**src/rtl/stoch_pkg.sv**
```systemverilog
// Shared definitions for the stochastic bitstream pipeline (generator, magnifier, window counter).
package stoch_pkg;

   localparam int WIN_LOG2_DEF = 8;

   // A window of 2^w samples can hold a count of exactly 2^w, hence one extra bit.
   function automatic int cw_of(input int w);
      return w + 1;
   endfunction

   typedef logic [cw_of(WIN_LOG2_DEF)-1:0] win_cnt_t;

endpackage

```
**src/rtl/stoch_win_ctr.sv**
```systemverilog
// Qualified-sample counter with restart, wrap (or saturate) and last-sample flag.
module stoch_win_ctr
   import stoch_pkg::*;
#(
   parameter int W   = WIN_LOG2_DEF,
   parameter bit SAT = 1'b0
) (
   input  logic         clk,
   input  logic         rst,
   input  logic         adv,
   input  logic         restart,
   output logic [W-1:0] cnt,
   output logic         last
);

   // When saturating, last stays high on every qualified cycle once full.
   assign last = adv && (cnt == '1);

   always_ff @(posedge clk) begin
      if (rst) begin
         cnt <= '0;
      end else if (restart) begin
         cnt <= adv ? W'(1) : '0;
      end else if (adv && !(SAT && last)) begin
         cnt <= cnt + W'(1);
      end
   end

endmodule

```
**src/rtl/stoch_window_counter.sv**
```systemverilog
// Counts ones over 2^WIN_LOG2 qualified samples; SLIDING_WIN_EN selects a sliding window.
module stoch_window_counter
   import stoch_pkg::*;
#(
   parameter int WIN_LOG2 = WIN_LOG2_DEF,
   parameter int CW       = cw_of(WIN_LOG2)
) (
   input  logic                CLK,
   input  logic                RST,
   input  logic                EN,
   input  logic                IN,
   input  logic                SYNC,
   output logic [CW-1:0]       OUT,
   output logic                VALID,
   output logic [WIN_LOG2-1:0] FILL
);

`ifdef SLIDING_WIN_EN
   localparam bit SLIDE = 1'b1;
`else
   localparam bit SLIDE = 1'b0;
`endif

   logic [WIN_LOG2-1:0] smp;
   logic                last;
   logic [CW-1:0]       acc;
   logic [CW-1:0]       in_ext;

   assign in_ext = {{(CW-1){1'b0}}, IN};
   assign FILL   = smp;

   stoch_win_ctr #(
      .W   (WIN_LOG2),
      .SAT (SLIDE)
   ) u_ctr (
      .clk     (CLK),
      .rst     (RST),
      .adv     (EN),
      .restart (SYNC),
      .cnt     (smp),
      .last    (last)
   );

`ifdef SLIDING_WIN_EN
   localparam int N = 2 ** WIN_LOG2;

   logic [N-1:0]  sr;
   logic          filled;
   logic [CW-1:0] old_ext;
   logic [CW-1:0] acc_next;

   // sr[N-1] is the sample leaving the window once it has filled.
   assign old_ext  = {{(CW-1){1'b0}}, sr[N-1]};
   assign acc_next = acc + in_ext - (filled ? old_ext : '0);

   always_ff @(posedge CLK) begin
      if (RST) begin
         acc    <= '0;
         OUT    <= '0;
         VALID  <= 1'b0;
         sr     <= '0;
         filled <= 1'b0;
      end else begin
         VALID <= 1'b0;
         if (SYNC) begin
            acc    <= EN ? in_ext : '0;
            sr     <= EN ? {{(N-1){1'b0}}, IN} : '0;
            filled <= 1'b0;
         end else if (EN) begin
            acc <= acc_next;
            sr  <= {sr[N-2:0], IN};
            if (last) begin
               OUT    <= acc_next;
               VALID  <= 1'b1;
               filled <= 1'b1;
            end
         end
      end
   end
`else
   always_ff @(posedge CLK) begin
      if (RST) begin
         acc   <= '0;
         OUT   <= '0;
         VALID <= 1'b0;
      end else begin
         VALID <= 1'b0;
         // A restart discards the partial window, even on what would be its last sample.
         if (SYNC) begin
            acc <= EN ? in_ext : '0;
         end else if (last) begin
            OUT   <= acc + in_ext;
            VALID <= 1'b1;
            acc   <= '0;
         end else if (EN) begin
            acc <= acc + in_ext;
         end
      end
   end
`endif

endmodule

```
**config.mk**
```make
export PLATFORM = sky130hd
export DESIGN_NAME = stoch_window_counter
export DESIGN_NICKNAME = d
export VERILOG_FILES = /design/src/rtl/stoch_pkg.sv /design/src/rtl/stoch_win_ctr.sv /design/src/rtl/stoch_window_counter.sv
export SDC_FILE = /design/constraint.sdc
export NUM_CORES = 1
export LEC_CHECK = 0
export ABC_AREA = 1
export ABC_CLOCK_PERIOD_IN_PS = 1600
export CAP_MARGIN = 20
export CORE_MARGIN = 4
export CORE_UTILIZATION = 46
export CTS_CLUSTER_DIAMETER = 60
export DETAILED_ROUTE_END_ITERATION = 8
export HOLD_SLACK_MARGIN = 0.15
export PLACE_DENSITY = 0.74
export SKIP_CTS_REPAIR_TIMING = 1
export SLEW_MARGIN = 5
export SYNTH_ARGS = -nofsm -noshare
export SYNTH_HDL_FRONTEND = slang
export SYNTH_HIERARCHICAL = 1
export SYNTH_SLANG_ARGS = --single-unit
```
**constraint.sdc**
```tcl
create_clock -name CLK -period 1.6 [get_ports CLK]
set_input_delay 0.4 -clock CLK [delete_from_list [all_inputs] [get_ports CLK]]
set_output_delay 0.4 -clock CLK [all_outputs]
set_load 0.03 [all_outputs]
```
==> out/qor.yml, run 1 <==
crit_type: "register to register"
cp-start-kind: "register"
ff_latch_area_um2: 552
power.total_mw: 1.08
fp.dieH_um: 62.1
crit_end: "OUT[6]"
critPathMaxStageDelay_ns: 0.39
netlist_instances: 202
critical_path_arrival_ns: 1.81
final_util_pct: 68.6
synth_area_leader_cell: "dfxtp_1"
yosysMostFrequentCell: "nand2_1"
combPwrFrac_pct: 10.4
drive_gt1_share_pct: 19.0
clockBufferDepth: 2
synth_top_area_share_pct: 40.1
fin_area_mm2: 0.00191
cts_max_level: 1
cts_sinks: 27
ys_seq_area_share_pct: 40.1
path_buf_inv: 3
reg2reg_depth: 12
fin_hold_ws_ns: 0.471
cts.reportedPaths.clkPinSlew_ns: 0.14
design.die.area_mm2: 0.00386
viasPerCell: 4.70
wl_per_cell_um: 10.5
critPathMaxFanout: 8
syn-num-nets: 211
p_clk_share_pct: 26.6
clock_latency_ns: 0.32
ios: 23
worstPathRequired_ns: 1.88
drc: 0
crit_path_top_delay_cell: "dfxtp_4"
setup_viol: 0
status: "finished, final reports clean"
grt_pass1_vias: 1229
detail_route.first_pass.iterations: 4
ant_nets: 0
p_int_mw: 0.829
placed_area_mm2: 0.00177
max-vdd-ir-drop_v: 0.000511
cts_tree: "built"
fillCellCount: 231
p_sw_mw: 0.252
synthArstFlopShare_pct: 0
ys_top_cells_by_area: "dfxtp_1, nand2_1, nor2_1, inv_1, nand3_1"
ys_warn_count: 6
antenna_cells: 0
final_max_slew_viol_count: 0
reg2reg_from: "u_ctr/cnt[1]"
synth_edf_count: 0
seqPwrFrac_pct: 62.9
synth-seq-cells: 27
drt-total-wl_um: 2940
cts_inserted_buffers: 3
ys_types: 20
area_growth_pct: 41.7
grt_usage_pct: 16.0
ys_top_cells_by_count: "nand2_1, nor2_1, dfxtp_1, inv_1, nand3_1"
reg2reg_slack_ns: 0.07
start_util_pct: 48.4
grt_overflow: 0
hold_class: "register to register"
max_cap_violations: 0
netlist_area_mm2: 0.00135
p_sw_share_pct: 23.4
rr_endpoint: "OUT[6]"
port_buffers: 22
end_kind: "register"
drt_iter0_drc: 56
antenna_found_initial: 0
crit_start: "u_ctr/cnt[1]"
synth_flop_cell: "dfxtp_1"
hold_viol: 0
grt_max_degree: 17
clock-skew-final_ns: 0.0120
grt_pass1_wl_um: 5220
finalNetCount: 258
core.rowCount: 19
period_share_pct: 95.5
cp.depth: 12
fmax_mhz: 655
dp_hpwl_um: 2180
core_area_mm2: 0.00278
avgSynthCellArea_um2: 6.66
crit_chain: "ha_4 -> nand2_2 -> nor2_2 -> nand2_2 -> nor2_4 -> inv_2 -> nor2_4 -> buf_6 -> nor2_1 -> nor2_1 -> nand2_1 -> inv_1"
max_slew_margin_pct: 78.1
multi_input_area_um2: 733
rsz0062_at_grt: "true"
die_x_um: 62.1
vias: 1312
path_delay_family: "simple AND/OR/NAND/NOR gates"
powerDensity_mw_per_mm2: 567
routabilityCongestion: 0.866
fin_crit_ns: 1.53
cts_root_buf: "clkbuf_4"
worst_pin_slew_ns: 0.328
power_leakage_nw: 1.08
[registers in the layout, summed over array words and instances (netlist names)]
signal     cells
u_ctr/cnt      8
OUT            9
acc            9
VALID          1
[metrics by stage]
step                cells  setup slack, ns  TNS, ns
CTS                   277           -0.267    -3.28
detailed placement    273           -0.304    -5.25
global route          279          -0.0546   -0.238
floorplan             202          0.00295        0
finish                279           0.0722        0
global placement      273           -0.338    -5.25
[how the worst min path moves through the flow]
stage,start,endpoint,slack [ns],cells past startpoint
2_1_floorplan,acc[8],acc[8],0.46,2
3_3_place_gp,u_ctr/cnt[6],u_ctr/cnt[6],0.45,2
3_5_place_dp,u_ctr/cnt[6],u_ctr/cnt[6],0.46,2
4_1_cts,u_ctr/cnt[6],u_ctr/cnt[6],0.48,2
5_1_grt,u_ctr/cnt[6],u_ctr/cnt[6],0.50,2
6_report,u_ctr/cnt[6],u_ctr/cnt[6],0.47,2
[layout make-up]
class | count | area share [%]
clock buffers | 4 | 1.38
well taps | 31 | 2.03
repair buffers | 45 | 24.3
multi-input cells | 147 | 38.4
flip-flops and latches | 27 | 28.9
inverters | 25 | 4.92
[worst min-delay path: cells and delay by family, from the launching register on]
family / cells / cell delay (ns)
AOI/OAI and AO/OA: 1 / 0.05
buffers and inverters: 1 / 0.05
DFF: 1 / 0.34
[cell families after synthesis]
logic type / synth area share (%)
flops: 40.1
simple gates: 37.5
xor+xnor: 1.95
buf+inv: 8.55
fa+ha+maj: 3.72
compound gates: 8.18
[power groups by stage]
stage	clock network [mW]	logic [mW]	registers (mW)
finish	0.288	0.113	0.680
global route	0.342	0.124	0.682
CTS	0.303	0.107	0.680
detailed placement	0	0.107	0.694
global placement	0	0.107	0.694
floorplan	0	0.0396	0.701
[per-layer routing]
layer	track usage [%]	share of wire (%)
met1	22.9	52
met2	24.4	43
met3	2.70	3.7
met4	4.88	0.71
met5	0	0
[placed cells by master (no fill, tap or decap), types with 4 or more instances in the layout]
master          count
nand3_1            16
nor2_1             36
dlymetal6s2s_1     19
dfxtp_1            22
o21ai_1             4
inv_1              22
o21ai_0             5
nor2_2              5
nand2_1            53
buf_4              19
a21oi_1            13
No activity file was read; power rests on OpenSTA's default activity.
==> run 2, diff against run 1 <==
- CAP_MARGIN: 20 -> unset
==> results of run 2 <==
No change in the layout: final DEF, timing and power equal those of run 1.
==> run 3, diff against run 2 <==
- CORE_MARGIN: 4 -> 2
==> out/qor.yml, run 3 (same netlist as run 1, synthesis figures left out) <==
fp.dieH_um: 58.1  # -6.4%
cts_root_buf: "clkbuf_4"
hold_viol: 0  # unchanged
ant_nets: 0  # unchanged
path_delay_family: "simple AND/OR/NAND/NOR gates"
ios: 23  # unchanged
worstPathRequired_ns: 1.87  # about the same
reg2reg_from: "u_ctr/cnt[0]"
setup_viol: 0  # unchanged
p_sw_mw: 0.261  # +3.4%
period_share_pct: 96.4  # +0.95 points
fmax_mhz: 648  # -0.98%
grt_pass1_vias: 1098  # -11%
cts_inserted_buffers: 3  # unchanged
cts_tree: "built"
clock_latency_ns: 0.33  # about the same
critPathMaxStageDelay_ns: 0.38  # about the same
clockBufferDepth: 2  # unchanged
die_x_um: 58.1  # -6.4%
p_int_mw: 0.829  # about the same
worstHoldStart: "u_ctr/cnt[6]"
cp.depth: 10  # -2
end_kind: "register"
grt_max_degree: 18  # +1
critPathMostFrequentCell: "buf_6"
power.total_mw: 1.09  # +0.86%
final_max_slew_viol_count: 0  # unchanged
max_slew_margin_pct: 78.0  # -0.14 points
path_buf_inv: 2  # -1
antenna_cells: 0  # unchanged
drt-total-wl_um: 2850  # -3.0%
reg2reg_depth: 10  # -2
fillCellCount: 221  # -4.3%
area_growth_pct: 43.6
critPathMaxFanout: 5  # -3
p_sw_share_pct: 23.9  # +0.58 points
antenna_found_initial: 0  # unchanged
cp-start-kind: "register"
cts.reportedPaths.clkPinSlew_ns: 0.14  # about the same
status: "finished, final reports clean"
max_cap_violations: 0  # unchanged
wl_per_cell_um: 10.3  # -2.7%
mostFrequentLayoutCells: "nand2_1, nor2_1, dfxtp_1"
power_leakage_nw: 1.08  # -0.37%
final_common_cell: "nand2_1"
grt_pass1_wl_um: 4750  # -8.9%
p_clk_share_pct: 27.1  # +0.5 points
drive_gt1_share_pct: 20.6  # +1.7 points
reg_top3: "OUT (9), acc (9), u_ctr/cnt (8)"
port_buffers: 22  # unchanged
clock-skew-final_ns: 0.0106  # -0.00136 ns
crit_chain: "ha_4 -> nand2_1 -> nor2_2 -> nand2_2 -> nor2_4 -> buf_6 -> nor3b_4 -> buf_6 -> nand3_1 -> a21oi_1"
powerDensity_mw_per_mm2: 564  # -0.45%
grt_overflow: 0  # unchanged
crit_path_top_delay_cell: "dfxtp_4"
core_area_mm2: 0.00276  # -0.85%
whs_path_depth: 2  # unchanged
viasPerCell: 4.76  # +1.3%
crit_type: "register to register"
drt_iter0_drc: 70  # +25%
cts_max_level: 1  # unchanged
drc: 0  # unchanged
vias: 1324  # +0.91%
fin_crit_ns: 1.54  # +0.0151 ns
crit_start: "u_ctr/cnt[0]"
core.rowCount: 19  # unchanged
worst_pin_slew_ns: 0.330  # +0.00203 ns
grt_usage_pct: 18.3  # +2.3 points
max-vdd-ir-drop_v: 0.000556  # +8.8%
finalNetCount: 257  # -0.39%
hold_class: "register to register"
combPwrFrac_pct: 10.7  # +0.3 points
design.die.area_mm2: 0.00338  # -12%
critical_path_arrival_ns: 1.81  # about the same
start_util_pct: 48.8  # +0.42 points
reg2reg_slack_ns: 0.06  # -0.02 ns
routabilityCongestion: 0.801  # -7.5%
rsz0062_at_grt: "true"
cts_sinks: 27  # unchanged
dp_hpwl_um: 2070  # -5.0%
detail_route.first_pass.iterations: 4  # unchanged
seqPwrFrac_pct: 62.2  # -0.7 points
final_util_pct: 70.1  # +1.5 points
run 3: cell types whose count changed in the layout (fill, tap and decap cells not counted), moves of 2 or more:
| cell | before | now |
|---|---|---|
| nor2_1 | 36 | 40 |
| buf_6 | 3 | 5 |
| buf_4 | 19 | 16 |
| nor2_2 | 5 | 2 |
| nand3_1 | 16 | 12 |
| a21oi_1 | 13 | 11 |
| nand3_2 | 0 | 4 |
| a21oi_2 | 0 | 2 |
run 3: stage by stage:
stage          hold slack [ns]  TNS, ns  cell area [µm²]  cells  worst slack, ns
2_1_floorplan            0.457        0             1360    202          0.00295
3_3_place_gp             0.455    -4.44             1770    273           -0.257
3_5_place_dp             0.458    -4.75             1770    273           -0.286
4_1_cts                  0.479    -3.51             1800    277           -0.287
5_1_grt                  0.501  -0.0484             1930    278          -0.0183
6_report                 0.472        0             1930    278           0.0570
run 3: power groups by stage:
stage	combinational [mW]	clock, mW	sequential (mW)
after detailed placement	0.110	0	0.694
after floorplan	0.0396	0	0.701
after global routing	0.127	0.336	0.679
after global placement	0.109	0	0.693
final	0.117	0.295	0.678
after CTS	0.110	0.305	0.679
run 3: tightest hold or removal path, delay by kind of cell, from the launching register on:
family,cells,cell delay [ns]
flops,1,0.35
buf+inv,1,0.05
compound gates,1,0.05
run 3: path summary, 6_finish.rpt:
| path | endpoint |
|---|---|
| setup / recovery | acc[6] |
| hold / removal | u_ctr/cnt[6] |
| setup reg to reg | acc[6] |
| hold reg to reg | u_ctr/cnt[6] |
run 3: final cells by class:
cell class	count	area, µm²	area share [%]
Multi-Input combinational cell	147	756	39.1
Sequential cell	27	554	28.7
Timing Repair Buffer	44	464	24.0
Inverter	25	93.8	4.85
Tap cell	31	38.8	2.01
Clock buffer	4	26.3	1.36
run 3: per-layer routing:
| metal | track usage, % | share of wire (%) | vias to the layer above |
|---|---|---|---|
| met5 | 0 | 0 | - |
| met4 | 8.97 | 1.9 | 0 |
| met3 | 2.90 | 4.7 | 5 |
| met2 | 25.2 | 42 | 26 |
| met1 | 27.4 | 51 | 577 |
| li1 | - | - | 716 |
==> patch, RTL diff (flow settings as in run 2) <==
`WIN_LOG2_DEF`: 8 -> 7.
--- a/src/rtl/stoch_pkg.sv
+++ b/src/rtl/stoch_pkg.sv
@@ -1,7 +1,7 @@
 // Shared definitions for the stochastic bitstream pipeline (generator, magnifier, window counter).
 package stoch_pkg;
 
-   localparam int WIN_LOG2_DEF = 8;
+   localparam int WIN_LOG2_DEF = 7;
 
    // A window of 2^w samples can hold a count of exactly 2^w, hence one extra bit.
    function automatic int cw_of(input int w);
Interface: changed (resized FILL and OUT); port bits go from 23 to 21. No check against the original RTL was run, so the function may have changed too.
==> patch against run 2 <==
  * Core utilization down 2.0 points
  * Critical endpoint is now acc[6]$_SDFFE_PP0P_
  * Synthesized area decreased by 12%
  * Final cell count decreased by 16%
  * Largest power group unchanged
  * Worst setup slack better by 8.0 ps
  * Largest cell class unchanged
  * Combinational power down 16%
  * Total power is 5.2% lower
  * Die area fell by 11%
  * Wire length shrank 9.5%
  * Final area shrank 14%
  * Sequential cell count fell by 3
  * Global-route usage increased by 0.39 points
==> patch: results (changes against run 2) <==
| Metric | Value |
|---|---|
| Status | complete, no violations (unchanged) |
| NetSw | 241 uW (was 252 uW) |
| Per-cell routed wire length | 11.4 um (was 10.5 um) |
| Max rail drop VDD | 0.000513 V (was 0.000511 V) |
| Final #Nets | 212 (was 258) |
| GRT Util Overall | 16.4% (was 16.0%) |
| Slowest stage delay, CP | 350 ps (was 390 ps) |
| Top Registers | OUT x8, acc x8, u_ctr/cnt x7 (was OUT x9, acc x9, u_ctr/cnt x8) |
| Worst slack at placement | -298 ps (was -304 ps) |
| Crit-path slowest cell | dfxtp_2 (was dfxtp_4) |
| Final HPWL DP | 1910 um (was 2180 um) |
| Comb. pwr | 95.4 uW (was 113 uW) |
| GP Congestion | 0.872 (was 0.866) |
| Setup Skew | 2.82 ps (was 12.0 ps) |
| Seq pwr share | 59.2% (was 62.9%) |
| Fmax | 658 MHz (was 655 MHz) |
| PD cells | 627 nW/um^2 (was 567 nW/um^2) |
| Placed Area | 1500 um^2 (was 1770 um^2) |
| Worst endpoint data arrival time | 1780 ps (was 1810 ps) |
| PortBufs | 20 (was 22) |
| Synth top cells by count | nand2_1 (44), nor2_1 (26), dfxtp_1 (24) (was nand2_1 (55), nor2_1 (42), dfxtp_1 (27)) |
| Slew margin rel. | 78.4% (was 78.1%) |
| Number of DRC markers in iteration 0 | 22 (was 56) |
| Vias | 1120 (was 1312) |
| First-pass GRT wire length | 4400 um (was 5220 um) |
| Netlist cell types | 21 (was 20) |
| Top cells by area, synth | dfxtp_1 (41%), nand2_1 (14%), nor2_1 (8.3%) (was dfxtp_1 (40%), nand2_1 (15%), nor2_1 (12%)) |
| Vias per cell | 4.81 (was 4.70) |
| Sequential share of the synthesized area | 40.6% (was 40.1%) |
| Vias in the first global route | 1047 (was 1229) |
| Layout cells sized above 1 | 23.6% (was 19.0%) |
==> patch: cell types whose count changed in the layout (fill, tap and decap cells not counted), sizes merged, moves of 2 or more <==
cell / run 2 / this run
nand2: 55 / 49
dfxtp: 27 / 24
buf: 23 / 12
nand3: 16 / 10
nor2: 44 / 33
dlymetal6s2s: 19 / 17
inv: 25 / 21
==> patch: logic make-up after synthesis <==
group	count (synthesis)	synth area share [%]
AND/OR/NAND/NOR	94	36.5
flip-flops	24	40.6
buffers and inverters	23	7.30
AO/OA/AOI/OAI	21	10.2
XOR/XNOR	3	2.22
adder cells (fa/ha/maj)	3	3.17
==> patch: final timing paths <==
check,startpoint,to,slack [ps],cells after the start
max,u_ctr/cnt[0]$_SDFFE_PP0P_,acc[6]$_SDFFE_PP0P_,80,10
min,IN,acc[0]$_SDFFE_PP0P_,400,3
max reg2reg,u_ctr/cnt[0]$_SDFFE_PP0P_,acc[6]$_SDFFE_PP0P_,80,10
min reg2reg,OUT[1]$_SDFFE_PP0P_,OUT[1]$_SDFFE_PP0P_,480,2
==> patch: cell type report <==
| cell class | count | area (um^2) |
|---|---|---|
| clock buffers | 4 | 36.3 |
| fillers | 204 | 820 |
| inverters | 22 | 87.6 |
| multi-input cells | 121 | 654 |
| flip-flops and latches | 24 | 483 |
| well taps | 30 | 37.5 |
| repair buffers | 32 | 337 |
==> patch: routing by layer <==
metal | wire (um) | track usage [%] | vias to the layer above | share of wire (%)
li1 | - | - | 594 | -
met1 | 1190 | 20.4 | 507 | 45
met2 | 1360 | 29.0 | 17 | 51
met3 | 102 | 1.97 | 2 | 3.8
met4 | 13 | 5.83 | 0 | 0.49
met5 | 0 | 0 | - | 0
